### config.mk
export PLATFORM = sky130hd
export DESIGN_NAME = featuremap_pad_writer
export DESIGN_NICKNAME = d
export VERILOG_FILES = /design/src/rtl/featuremap_pad_writer.sv
export SDC_FILE = /design/constraint.sdc
export NUM_CORES = 1
export LEC_CHECK = 0
export CELL_PAD_IN_SITES_DETAIL_PLACEMENT = 1
export CELL_PAD_IN_SITES_GLOBAL_PLACEMENT = 2
export CORE_AREA = 3 3 105 107
export DETAILED_ROUTE_END_ITERATION = 10
export DIE_AREA = 0 0 108 110
export GPL_ROUTABILITY_DRIVEN = 0
export PLACE_DENSITY = 0.84
export SLEW_MARGIN = 10
export SYNTH_ARGS = -nofsm -noshare
export SYNTH_HDL_FRONTEND = slang
export SYNTH_SLANG_ARGS = --single-unit
### constraint.sdc
create_clock -name clk -period 2.5 [get_ports clk]
set_input_delay 0.5 -clock clk [delete_from_list [all_inputs] [get_ports clk]]
set_output_delay 0.5 -clock clk [all_outputs]
set_load 0.005 [all_outputs]
### src/rtl/featuremap_pad_writer.sv
// featuremap_pad_writer
// Write side of one per-channel featuremap FIFO. The block takes a WIDTH x HEIGHT
// raster stream and emits a zero-bordered (WIDTH+2) x (HEIGHT+2) frame in raster
// order. Upstream is decoupled through a 2-entry register FIFO.
// Optional feature: define FEATUREMAP_PAD_RELU_EN to clamp negative interior words
// to zero. Border words are always PAD_VALUE.
module featuremap_pad_writer #(
  parameter int unsigned           DATA_WIDTH = 32,
  parameter int unsigned           WIDTH      = 56,
  parameter int unsigned           HEIGHT     = 56,
  parameter logic [DATA_WIDTH-1:0] PAD_VALUE  = '0
) (
  input  logic                  clk,
  input  logic                  rst,
  input  logic                  valid_in,
  input  logic [DATA_WIDTH-1:0] data_in,
  output logic                  in_ready,
  input  logic                  fifo_full,
  output logic                  wrreq,
  output logic [DATA_WIDTH-1:0] data_out,
  output logic                  frame_done
);

  localparam int unsigned COL_W = $clog2(WIDTH + 2);
  localparam int unsigned ROW_W = $clog2(HEIGHT + 2);

  localparam logic [COL_W-1:0] COL_LAST      = COL_W'(WIDTH + 1);
  localparam logic [COL_W-1:0] COL_DATA_LAST = COL_W'(WIDTH);
  localparam logic [ROW_W-1:0] ROW_LAST      = ROW_W'(HEIGHT + 1);
  localparam logic [ROW_W-1:0] ROW_DATA_LAST = ROW_W'(HEIGHT);

  typedef enum logic [2:0] {
    PAD_TOP,
    PAD_LEFT,
    DATA,
    PAD_RIGHT,
    PAD_BOTTOM
  } state_e;

  state_e                  state_q, state_d;
  logic [ROW_W-1:0]        row_q, row_d;
  logic [COL_W-1:0]        col_q, col_d;
  logic                    run_q;
  logic [DATA_WIDTH-1:0]   mem_q [2];
  logic                    rd_ptr_q, rd_ptr_d;
  logic                    wr_ptr_q, wr_ptr_d;
  logic [1:0]              count_q, count_d;

  logic                    push;
  logic                    pop;
  logic                    is_data;
  logic [DATA_WIDTH-1:0]   head;
  logic [DATA_WIDTH-1:0]   interior_word;

  // Handshake and write decode; run_q keeps everything quiet until the first clock after reset.
  assign in_ready   = run_q & (count_q != 2'd2);
  assign push       = valid_in & in_ready;
  assign is_data    = (state_q == DATA);
  assign head       = mem_q[rd_ptr_q];
  assign wrreq      = run_q & ~fifo_full & (~is_data | (count_q != 2'd0));
  assign pop        = wrreq & is_data;
  assign frame_done = wrreq & (state_q == PAD_BOTTOM) & (col_q == COL_LAST);

`ifdef FEATUREMAP_PAD_RELU_EN
  assign interior_word = head[DATA_WIDTH-1] ? '0 : head;
`else
  assign interior_word = head;
`endif

  assign data_out = !run_q ? '0 : (is_data ? interior_word : PAD_VALUE);

  // State, position counters, buffer pointers and the run flag.
  always_ff @(posedge clk or negedge rst) begin
    if (!rst) begin
      state_q  <= PAD_TOP;
      row_q    <= '0;
      col_q    <= '0;
      run_q    <= 1'b0;
      rd_ptr_q <= 1'b0;
      wr_ptr_q <= 1'b0;
      count_q  <= 2'd0;
    end else begin
      state_q  <= state_d;
      row_q    <= row_d;
      col_q    <= col_d;
      run_q    <= 1'b1;
      rd_ptr_q <= rd_ptr_d;
      wr_ptr_q <= wr_ptr_d;
      count_q  <= count_d;
    end
  end

  // Buffer storage; contents are don't-care until written.
  always_ff @(posedge clk) begin
    if (push) begin
      mem_q[wr_ptr_q] <= data_in;
    end
  end

  // Position advance and row/column class transitions, only on a written word.
  always_comb begin
    state_d = state_q;
    row_d   = row_q;
    col_d   = col_q;
    if (wrreq) begin
      if (col_q == COL_LAST) begin
        col_d = '0;
        row_d = (row_q == ROW_LAST) ? '0 : row_q + ROW_W'(1);
      end else begin
        col_d = col_q + COL_W'(1);
      end
      unique case (state_q)
        PAD_TOP:    if (col_q == COL_LAST) state_d = PAD_LEFT;
        PAD_LEFT:   state_d = DATA;
        DATA:       if (col_q == COL_DATA_LAST) state_d = PAD_RIGHT;
        PAD_RIGHT:  state_d = (row_q == ROW_DATA_LAST) ? PAD_BOTTOM : PAD_LEFT;
        PAD_BOTTOM: if (col_q == COL_LAST) state_d = PAD_TOP;
        default:    state_d = PAD_TOP;
      endcase
    end
  end

  // Input buffer occupancy and pointers; simultaneous push and pop keeps count.
  always_comb begin
    count_d  = count_q;
    rd_ptr_d = rd_ptr_q ^ pop;
    wr_ptr_d = wr_ptr_q ^ push;
    unique case ({push, pop})
      2'b10:   count_d = count_q + 2'd1;
      2'b01:   count_d = count_q - 2'd1;
      default: count_d = count_q;
    endcase
  end

endmodule

=== Yosys cells after proc, flatten, opt, wreduce, memory -nomap -nowiden ===
Memory sizes are Yosys's and may differ from the RTL's.
Cells that the tools add are included.

* RAM bits: 64
* ROM bits: 0
* Bits of input ports: 36
* Register bits after elaboration: 20
* Logic and storage cells: 55
* Output and inout port bits: 35
* Memories kept: 1
* Latch bits: 0

{| class="wikitable"
|+ Memories
! name !! depth !! bits a word !! read ports !! clocked after Yosys merged registers in !! write ports !! RTL line !! source
|-
| mem_q || 2 || 32 || 1 || 0 || 1 || 44 || <nowiki>logic [DATA_WIDTH-1:0] mem_q [2];</nowiki>
|}

* Equality and inequality tests: 14
* Bitwise operators: 12
* $mul: 0
* Reductions and logical operators: 5
* $lt $le $gt $ge: 0
* Shift operators: 0
* Multiplexer cells: 12
* Add/subtract/negate cells: 4
* Divide/modulo/power cells: 0

{| class="wikitable"
|+ Operator list
! cell !! count
|-
| $mux 32 || 2
|-
| $eq 6x6->1 const B || 4
|-
| $pmux 3 s5 || 1
|-
| $add 6x1->6 const B || 2
|-
| $mux 3 || 4
|-
| $mux 6 || 2
|-
| $and 1x1->1 || 7
|-
| $eq 3x2->1 const B || 2
|-
| $ne 2x1->1 const B || 2
|-
| $ne 2x2->1 const B || 2
|-
| $pmux 2 s2 || 1
|-
| $reduce_and 4->1 || 1
|-
| $reduce_bool 2->1 || 2
|-
| $eq 3x1->1 const B || 1
|-
| $eq 3x3->1 const B || 1
|-
| $logic_not 3->1 || 1
|-
| $add 2x1->2 const B || 1
|-
| $eq 2x1->1 const B || 1
|-
| $eq 2x2->1 const B || 1
|-
| $mux 1 || 2
|-
| $not 1->1 || 2
|-
| $reduce_and 2->1 || 1
|-
| $sub 2x1->2 const B || 1
|-
| $xor 1x1->1 || 2
|-
| $or 1x1->1 || 1
|}

=== Logic depth before layout (Yosys ltp) ===
Gate-level depths: netlist (run 1).

* Depth after elaboration: 7
* Mapped depth: 9
* Gate-level depth less buffers: 8

=== Least setup slack after synthesis (run 1) ===
No wires, ideal clock.

* Kind: register -> register
* From: register count_q[0]
* To: memory mem_q[1][0], enable pin
* Stages on the path, launching flop included: 6
* Data arrival time: 1,695 ps
* Library setup time: 392 ps
* Period minus slack after synthesis: 2,087 ps
* Slack: 413 ps
* Data required time: 2,108 ps
* Buffers on the path: 0
* Cells stage by stage: dfrtp_1 -> inv_1 -> a21boi_0 -> nand2_1 -> inv_1 -> ha_1

* Cells in the longest elaborated chain, start to end: 5

{| class="wikitable"
|+ RTL lines
! element !! RTL line !! source
|-
| from (decl) || 47 || <nowiki>logic [1:0] count_q, count_d;</nowiki>
|-
| from (signal assigned) || 89 || <nowiki>count_q <= count_d;</nowiki>
|-
| $ne 2x2->1 || 56 || <nowiki>assign in_ready = run_q & (count_q != 2'd2);</nowiki>
|-
| $and 1x1->1 || 56 ||
|-
| net in_ready || 17 || <nowiki>output logic in_ready,</nowiki>
|-
| $and 1x1->1 || 57 || <nowiki>assign push = valid_in & in_ready;</nowiki>
|-
| $mux 1 || 95 || <nowiki>if (push) begin</nowiki>
|-
| $mux 1 (not written as such) || 96 || <nowiki>mem_q[wr_ptr_q] <= data_in;</nowiki>
|-
| to (decl) || 44 ||
|}

The timed path passes the listed nets, and every way through them passes these cells.

=== Worst setup path after layout (run 1) ===
* From: register state_q[2]
* To: output data_out[3]

* Cells in the longest elaborated chain, start to end: 3

{| class="wikitable"
|+ RTL lines
! element !! RTL line !! source
|-
| from (decl) || 40 || <nowiki>state_e state_q, state_d;</nowiki>
|-
| from (signal assigned) || 83 || <nowiki>state_q <= state_d;</nowiki>
|-
| $eq 3x2->1 || 58 || <nowiki>assign is_data = (state_q == DATA);</nowiki>
|-
| $mux 32 (2 in series) || 70 || <nowiki>assign data_out = !run_q ? '0 : (is_data ? interior_word : PAD_VALUE);</nowiki>
|-
| to (decl) || 20 || <nowiki>output logic [DATA_WIDTH-1:0] data_out,</nowiki>
|}

Every way passes these cells.

==> results of run 1 <==
## power breakdown
| group | total [mW] | internal, mW | switching (mW) | leakage, nW |
|---|---|---|---|---|
| clock | 0.932 | 0.456 | 0.475 | 0.0943 |
| combinational | 0.396 | 0.188 | 0.208 | 1.19 |
| sequential | 1.80 | 1.71 | 0.0972 | 0.829 |
| total | 3.13 | 2.35 | 0.781 | 2.12 |
## synth_stat cells, types with 2 or more instances
master	count
a21oi_1	6
a31oi_1	2
and4b_1	2
buf_1	4
buf_2	3
clkbuf_1	2
dfrtp_1	20
edfxtp_1	64
ha_1	9
inv_1	15
mux2i_1	32
nand2_1	15
nand2b_1	3
nand3_1	5
nand3b_1	2
nor2_1	37
o21ai_0	12
o22ai_1	2
o31ai_1	3
or3_1	2
xnor2_1	2
xor2_1	2
## registers in the layout, indices dropped and copies added (netlist names)
signal / count
count_q: 2
row_q: 6
state_q: 3
mem_q: 64
run_q: 1
col_q: 6
wr_ptr_q: 1
rd_ptr_q: 1
## metal layers
layer | part of all wire | vias to the layer above | track usage | wire length, um
met2 | 0.52 | 42 | 0.235 | 3980
li1 | - | 1110 | - | -
met5 | 0 | - | 0 | 0
met4 | 0.010 | 0 | 0.0406 | 78
met1 | 0.42 | 1157 | 0.165 | 3210
met3 | 0.042 | 9 | 0.0332 | 317
## area by class of cell
cell class / instances / share of cell area
flip-flops and latches: 84 / 0.499
clock inverters: 7 / 0.0139
multi-input cells: 151 / 0.221
clock buffers: 9 / 0.0255
inverters: 15 / 0.0116
repair buffers: 88 / 0.194
well taps: 136 / 0.0350
## kinds of logic after synthesis
logic type	count (synthesis)	share of synthesized area
and+or+nand+nor	73	0.0992
AOI/OAI and AO/OA	31	0.0519
adders and majority gates	9	0.0318
muxes	33	0.0935
buffers and inverters	25	0.0296
DFF	84	0.683
other	1	0.00106
xor gates and xnor gates	4	0.00988
## final timing paths
| path | slack [ps] | depth (start not counted) | startpoint | end |
|---|---|---|---|---|
| worst min-delay path | 490 | 2 | rst | run_q$_DFF_PN0_ |
| worst max register to register | 570 | 8 | state_q[2]$_DFFE_PN0P_ | count_q[1]$_DFFE_PN0P_ |
| worst min register to register | 510 | 1 | count_q[1]$_DFFE_PN0P_ | count_q[1]$_DFFE_PN0P_ |
| max in group asynchronous | 1760 | 2 | rst | rd_ptr_q$_DFF_PN0_ |
| worst max-delay path | 60 | 5 | state_q[2]$_DFFE_PN0P_ | data_out[3] |
| min in group clk | 510 | 1 | count_q[1]$_DFFE_PN0P_ | count_q[1]$_DFFE_PN0P_ |
## stage by stage
stage | utilization | setup TNS, ps | hold WS, ps
final | 0.475 | 0 | 488
after CTS | 0.462 | 0 | 485
after floorplan | - | 0 | 204
after global placement | 0.440 | -19.9 | 487
after detailed placement | 0.440 | -94.6 | 500
after global routing | 0.475 | -379 | 491
## what timing repair did
action	CTS	global route
buffers inserted	2	4
hold buffers	0	0
pin swaps	1	1
gates resized for setup	5	42
endpoints found under the setup margin	33	34
==> qor.csv, run 1 <==
metric;value;unit
CTS clk-pin slew, worst paths;90;ps
Vias;2318;
min Tclk post-route;2440;ps
area of the die;11900;sq um
Die H;110;um
Total GRT Usage;0.134;
Yosys Warn Count;0;
area delta synth->final;37.1;%
Starting Density;0.347;
most common cell after layout, fill and taps aside;edfxtp_1;
CTS tree;yes;
vias in the first global route;2472;
Core Region;10200;sq um
Post-Place Setup Slack;-94.6;ps
routed wire length;7.59;mm
Fin. Hold Viols;0;
Worst Setup End Kind;output port;
Fmax;411;MHz
fin cells;490;
total power draw;3.13;mW
initial antenna violation count;0;
Final Cycle Share;0.974;
fin nets;394;
remaining antenna violation count;0;
first-pass GRT wire length;12.2;mm
design area;4860;sq um
Num CTS Buffers;9;
wire length per cell;15.5;um
Multi-input gate area;1070;sq um
synthesized area;3550;sq um
number of vias per cell;4.73;
status;completed;
Bufs and invs on worst path;2;
sequential standard cell area;2430;sq um
Synth cell types;38;
layout cells sized above 1;0.150;
Top delay family on crit path;buffers and inverters;
number of cell rows;37;
RSZ-0062 raised after global routing;true;
Hold Crit Class;input port to async pin;
largest net degree at the start of global routing;33;
clock latency on the worst-skew pair;350;ps
fillcell total;1065;
total grt overflow;0;
max_cap viols;0;
setup ws final;64.5;ps
DP Area;4500;sq um
Final HPWL DP;5.06;mm
Yosys top cell area share;0.542;
ant diodes;0;
IO Pins;71;
root buffer cell;clkbuf_8;
Worst setup SP type;flip-flop;
drt first pass iters;3;
most frequent cells in the layout;64 x edfxtp_1, 45 x clkdlybuf4s50_1, 32 x mux2i_1;
slowest stage delay, CP;500;ps
Mapped Nets;305;
fin. max-slew vios;0;
EDFF count, synth;64;
Critical Path AT;1940;ps
Avg Cell Area, Syn;13.6;sq um
worst vdd ir;0.289;mV
Synth area leaders;edfxtp_1 54%, dfrtp_1 14%, mux2i_1 9.0%;
initial DRC count;74;
die span in x;108;um
sequential share of the synthesized area;0.683;
Max FO, Critical Path;32;
Async SR Flop Fraction;0.238;
Placed Cells;468;
pwr dens;644;nW/um^2
CTS max path bufs;2;
Slowest cell on crit path;clkdlybuf4s50_1;
final setup fails;0;
IO buf count;70;
Cell Chain, Critical Path;nor3b_4 -> nand2_2 -> buf_12 -> nor2_2 -> clkdlybuf4s50_1;
Yosys reg bits;84;
# H-tree levels;3;
kind of critical path;flip-flop to output port;
critical path required time;2000;ps
P_leak;2.12;nW
Final Skew;13.9;ps
clk sink count;84;
Post-route DRC;0;
Syn Inst Count;260;
Yosys top cell by area;edfxtp_1;
ys flop type;edfxtp_1;
No activity file was read; power rests on OpenSTA's default activity.
==> run 2, diff against run 1 <==
--- a/config.mk
+++ b/config.mk
@@ -12,7 +12,7 @@
 export DIE_AREA = 0 0 108 110
 export GPL_ROUTABILITY_DRIVEN = 0
 export PLACE_DENSITY = 0.84
-export SLEW_MARGIN = 10
+export SKIP_CTS_REPAIR_TIMING = 1
 export SYNTH_ARGS = -nofsm -noshare
 export SYNTH_HDL_FRONTEND = slang
 export SYNTH_SLANG_ARGS = --single-unit
==> run 2 against run 1 <==
  * Via count decreased by 0.30%
  * Combinational power decreased by 3%
  * Utilization is 0.27 points higher
  * Clock power rose by 0.4%
  * Global-route usage down 0.14 points
  * Wire length is 4.1% higher
  * Worst hold slack worse by 4.1 ps
  * Critical path type unchanged
  * First-iteration DRC count rose by 11%
  * Die area is the same
  * Largest cell class unchanged
  * Fmax is 0.55% higher
  * Clock skew down 0.67 ps
  * Highest routed layer unchanged
==> qor.csv, run 2 (synthesis results as in run 1) <==
metric;value;unit
number of cell rows;37;
sequential standard cell area;2430;sq um
largest registers;mem_q: 64 flops, col_q: 6 flops, row_q: 6 flops;
Worst setup SP type;flip-flop;
layout cells sized above 1;0.132;
clk sink count;84;
initial antenna violation count;0;
Clock power frac;0.300;
Total GRT Usage;0.133;
most common cell after layout, fill and taps aside;edfxtp_1;
fin. max-slew vios;0;
Final Cycle Share;0.969;
worst vdd ir;0.287;mV
P_int;2.34;mW
max_cap viols;0;
total grt overflow;0;
Multi-input gate area;1050;sq um
Biggest register;mem_q;
Num CTS Buffers;9;
most frequent cells in the layout;64 x edfxtp_1, 45 x clkdlybuf4s50_1, 34 x nor2_1;
initial DRC count;82;
root buffer cell;clkbuf_8;
area delta synth->final;37.8;%
drt first pass iters;4;
kind of critical path;flip-flop to output port;
die span in x;108;um
Core Region;10200;sq um
Post-Route Setup TNS;0;ps
critical path required time;2000;ps
fin util;0.478;
status;completed;
largest net degree at the start of global routing;33;
number of vias per cell;4.71;
Hold Crit Class;input port to async pin;
design area;4890;sq um
Max FO, Critical Path;8;
Vias;2311;
ant diodes;0;
Sequential Power Share;0.577;
NetSw;775;uW
CTS clk-pin slew, worst paths;90;ps
IO Pins;71;
pwr dens;638;nW/um^2
clock latency on the worst-skew pair;350;ps
Post-Place Setup Slack;-94.6;ps
CTS tree;yes;
Final HPWL DP;5.06;mm
max FFs per register;64;
remaining antenna violation count;0;
Sw Ratio;0.248;
min Tclk post-route;2420;ps
Critical Path AT;1920;ps
Fmax;413;MHz
CTS max path bufs;2;
IO buf count;70;
Die H;110;um
fin nets;395;
DP Area;4500;sq um
Fin. Hold Viols;0;
wire length per cell;16.1;um
# H-tree levels;3;
area of the die;11900;sq um
final setup fails;0;
setup ws final;77.8;ps
fillcell total;1061;
P_leak;2.17;nW
routed wire length;7.90;mm
Worst Setup End Kind;output port;
Post-route DRC;0;
combinational share of power;0.123;
first-pass GRT wire length;12.0;mm
Starting Density;0.347;
Final Skew;13.2;ps
vias in the first global route;2439;
-- run 2: critical path, cell delays in order, from the launching register on --
cell	delay, ps
dfrtp_2	430
nor3b_4	250
nand2_4	110
buf_6	160
nor2_1	110
clkdlybuf4s50_1	500
-- run 2: area by class of cell --
type                       instances  share of cell area
clock buffer                       9              0.0253
clock inverter                     7              0.0138
inverter                          15              0.0115
multi-input combinational        151               0.214
sequential                        84               0.497
tap                              136              0.0348
timing repair buffer              89               0.204
-- run 2: metrics by stage --
| step | total power [mW] | std cells | hold WS (ps) |
|---|---|---|---|
| after detailed placement | 2.23 | 468 | 500 |
| after global routing | 3.30 | 491 | 491 |
| after CTS | 3.17 | 484 | 485 |
| after global placement | 2.19 | 468 | 487 |
| after floorplan | 2.02 | 260 | 204 |
| final | 3.12 | 491 | 484 |
-- run 2: path summary, 6_finish.rpt --
| kind | cells past startpoint | from | slack [ps] | end |
|---|---|---|---|---|
| worst max-delay path | 5 | state_q[2]$_DFFE_PN0P_ | 80 | data_out[31] |
| worst min-delay path | 2 | rst | 480 | run_q$_DFF_PN0_ |
| worst max register to register | 8 | state_q[2]$_DFFE_PN0P_ | 530 | count_q[1]$_DFFE_PN0P_ |
| worst min register to register | 1 | count_q[1]$_DFFE_PN0P_ | 500 | count_q[1]$_DFFE_PN0P_ |
| max in group asynchronous | 2 | rst | 1760 | rd_ptr_q$_DFF_PN0_ |
| min in group clk | 1 | count_q[1]$_DFFE_PN0P_ | 500 | count_q[1]$_DFFE_PN0P_ |
-- run 2: per-layer routing --
layer,vias to the layer above,track usage,share of wire
li1,1111,-,-
met4,0,0.0406,0.0091
met3,9,0.0332,0.040
met1,1149,0.163,0.43
met2,42,0.232,0.52
met5,-,0,0
-- run 2: power groups by stage --
stage	sequential, mW	combinational (mW)	clock (mW)
3_5_place_dp	1.83	0.397	0
6_report	1.80	0.383	0.936
5_1_grt	1.82	0.442	1.03
2_1_floorplan	1.81	0.214	0
3_3_place_gp	1.82	0.376	0
4_1_cts	1.80	0.398	0.970
==> patch, RTL diff (flow settings as in run 1) <==
`HEIGHT`: 56 -> 112.
--- a/src/rtl/featuremap_pad_writer.sv
+++ b/src/rtl/featuremap_pad_writer.sv
@@ -7,7 +7,7 @@
 module featuremap_pad_writer #(
   parameter int unsigned           DATA_WIDTH = 32,
   parameter int unsigned           WIDTH      = 56,
-  parameter int unsigned           HEIGHT     = 56,
+  parameter int unsigned           HEIGHT     = 112,
   parameter logic [DATA_WIDTH-1:0] PAD_VALUE  = '0
 ) (
   input  logic                  clk,
Check against the original RTL: no difference found for any inputs over 10 cycles, from zero or initial values and one cycle with rst low; that may be too few to reach the edited logic, so the function may still have changed.
==> patch against run 1 <==
Cell area fell by 0.21%; area after synthesis is 3.0% higher; sequential cell count rose by 1; cell count shrank 0.41%; setup slack gained 0.016 ns; first-iteration DRC count grew 47%; routed wire length up 9.1%; count of clock-buffer cells in the layout rose by 1; power increased by 1.6%; critical endpoint is now data_out[20].
==> patch: results (changes against run 1) <==
Global routing:
- The largest net degree at the start of global routing is 34 (+3.0%).
- The via count of the first global-routing pass is 2,477 (+0.20%).
- The global-route usage over all layers is 14.00% (+0.58 points).
- The first-pass GRT wire length is 12,630 um (+3.8%).

Worst setup path:
- The data arrival at the endpoint of the critical path is 1.92 ns (-0.02 ns).
- The setup slack of the worst register-to-register path is 0.45 ns (-0.12 ns).
- The peak fanout along the critical path is 16 (-50%).

Outcome:
- The flow ran to the end, and the final reports show no timing, DRC or antenna violations.

Clock tree:
- The root buffer cell chosen for the clock tree is sky130_fd_sc_hd__clkbuf_8.
- The depth of the CTS H-tree came to 3 (unchanged).
- The clock-pin slew on the worst setup and hold paths is 0.09 ns (about the same).

Yosys:
- The async set-or-reset flop fraction in the synthesized netlist is 24.71% (+0.90 points).
- The total nets after synthesis is 308 (+0.98%).
- By count the netlist is led by 64 x sky130_fd_sc_hd__edfxtp_1, 39 x sky130_fd_sc_hd__nor2_1, 34 x sky130_fd_sc_hd__mux2i_1.
- The number of warnings printed during yosys synthesis is 0 (unchanged).
- The number of library cell types mapped by synthesis came to 49 (+29%).
- The sequential element share of the synthesized area is 66.99% (-1.3 points).
- Yosys attributes the largest share of cell area to sky130_fd_sc_hd__edfxtp_1 53%, sky130_fd_sc_hd__dfrtp_1 14%, sky130_fd_sc_hd__mux2i_1 9.3%, sky130_fd_sc_hd__nor2_1 4.0%, sky130_fd_sc_hd__ha_1 3.1%.

Timing:
- The worst hold slack came to 0.5039 ns (+0.01559 ns).
- Measured against its own limit, the worst slew margin works out to 66.60%.
- The worst setup skew after layout is 0.007038 ns (-0.006884 ns).
- The top achievable clock speed came to 413.2 MHz (+0.65%).

Drt:
- The violation count after the first detailed-route iteration was 109 (+47%).
- The routed via count divided by cell count is 4.850 (+2.5%).
- The length of the first detailed-routing pass in iterations is 4 (+1).
- The routed wire length is 8276 um (+9.1%).

Power:
- The static power due to leakage is 1.740 nW (-18%).
- The maximum resistive drop on vdd was 319.0 uV (+11%).

Finish:
- The ratio of cells with drive above 1 in the final layout is 13.07% (-1.9 points).
- The largest registers in the layout are mem_q: 64 flops, row_q: 7 flops, col_q: 6 flops.
- The post-layout net count is 392 (-0.51%).

Place:
- The half-perimeter wire length after detailed placement came to 5429 um (+7.2%).

Min path:
- The class of the tightest hold or removal check is flop to flop.
patch: changes by cell type in the layout (fill, tap and decap cells not counted), sizes merged, moves of 4 or more:
cell                  run 1  this run
a21oi                     6         1
clkdlybuf4s50            45        67
dlymetal6s2s             24         1
nand2                    15         8
buf                      18        13
nand3                     5         9
patch: cell type report:
cell class / instances / area, um^2
timing repair buffer: 84 / 873.3
inverter: 12 / 45.04
multi-input combinational: 155 / 1121
sequential: 85 / 2450
tap: 136 / 170.2
clock buffer: 10 / 137.6
clock inverter: 6 / 52.55
fill: 1054 / 5381
patch: routing by layer:
layer	routed length [um]	up-vias	track usage [%]
met3	300	8	2.330
met1	3783	1182	17.69
met4	105	0	5.140
met5	0	-	0
met2	4087	50	24.33
li1	-	1127	-
patch: what timing repair did:
item	4_1_cts	5_1_grt
pin swaps	2	0
buffers inserted	3	0
gates cloned	0	1
resized for setup	5	8
setup endpoints to repair	34	32
patch: worst max-delay path: stages, from the launching register on:
cell and delay (ns):
sky130_fd_sc_hd__dfrtp_2 0.45, sky130_fd_sc_hd__nor2_4 0.15, sky130_fd_sc_hd__nand3_4 0.13, sky130_fd_sc_hd__buf_12 0.19, sky130_fd_sc_hd__nor2_1 0.11, sky130_fd_sc_hd__clkdlybuf4s50_1 0.54
patch: kinds of logic (layout without fill, tap and decap cells):
logic type | after synthesis | after routing | synth area share [%]
other | 1 | 1 | 0.1026
multiplexers | 35 | 35 | 9.623
flip-flops | 85 | 85 | 66.99
adder cells (fa/ha/maj) | 9 | 9 | 3.082
AO/OA/AOI/OAI | 29 | 29 | 5.685
AND/OR/NAND/NOR | 77 | 77 | 10.55
buffers and inverters | 23 | 112 | 3.014
XOR/XNOR | 4 | 4 | 0.9591
patch: through the flow:
stage	total power, mW	instance area (um^2)	setup WS, ns	cells	TNS [ns]
4_1_cts	3.228	4791	0.01130	487	0
3_5_place_dp	2.285	4573	-0.1518	468	-0.1643
6_report	3.181	4850	0.08014	488	0
3_3_place_gp	2.249	4573	-0.08833	468	-0.08833
2_1_floorplan	2.076	3654	0.4196	263	0
5_1_grt	3.351	4850	-0.002845	488	-0.01355
patch: where the power goes:
part | switching [mW] | internal (mW) | total, mW
registers | 0.101 | 1.73 | 1.83
clock network | 0.520 | 0.405 | 0.925
logic | 0.227 | 0.198 | 0.425
patch: final timing paths:
check | from | to | cells past startpoint
min in group asynchronous | rst | row_q[1] | 2
min reg2reg | count_q[1] | count_q[1] | 1
min | count_q[1] | count_q[1] | 1
max in group asynchronous | rst | rd_ptr_q | 2
max reg2reg | state_q[2] | count_q[1] | 7
max | state_q[0] | data_out[20] | 5
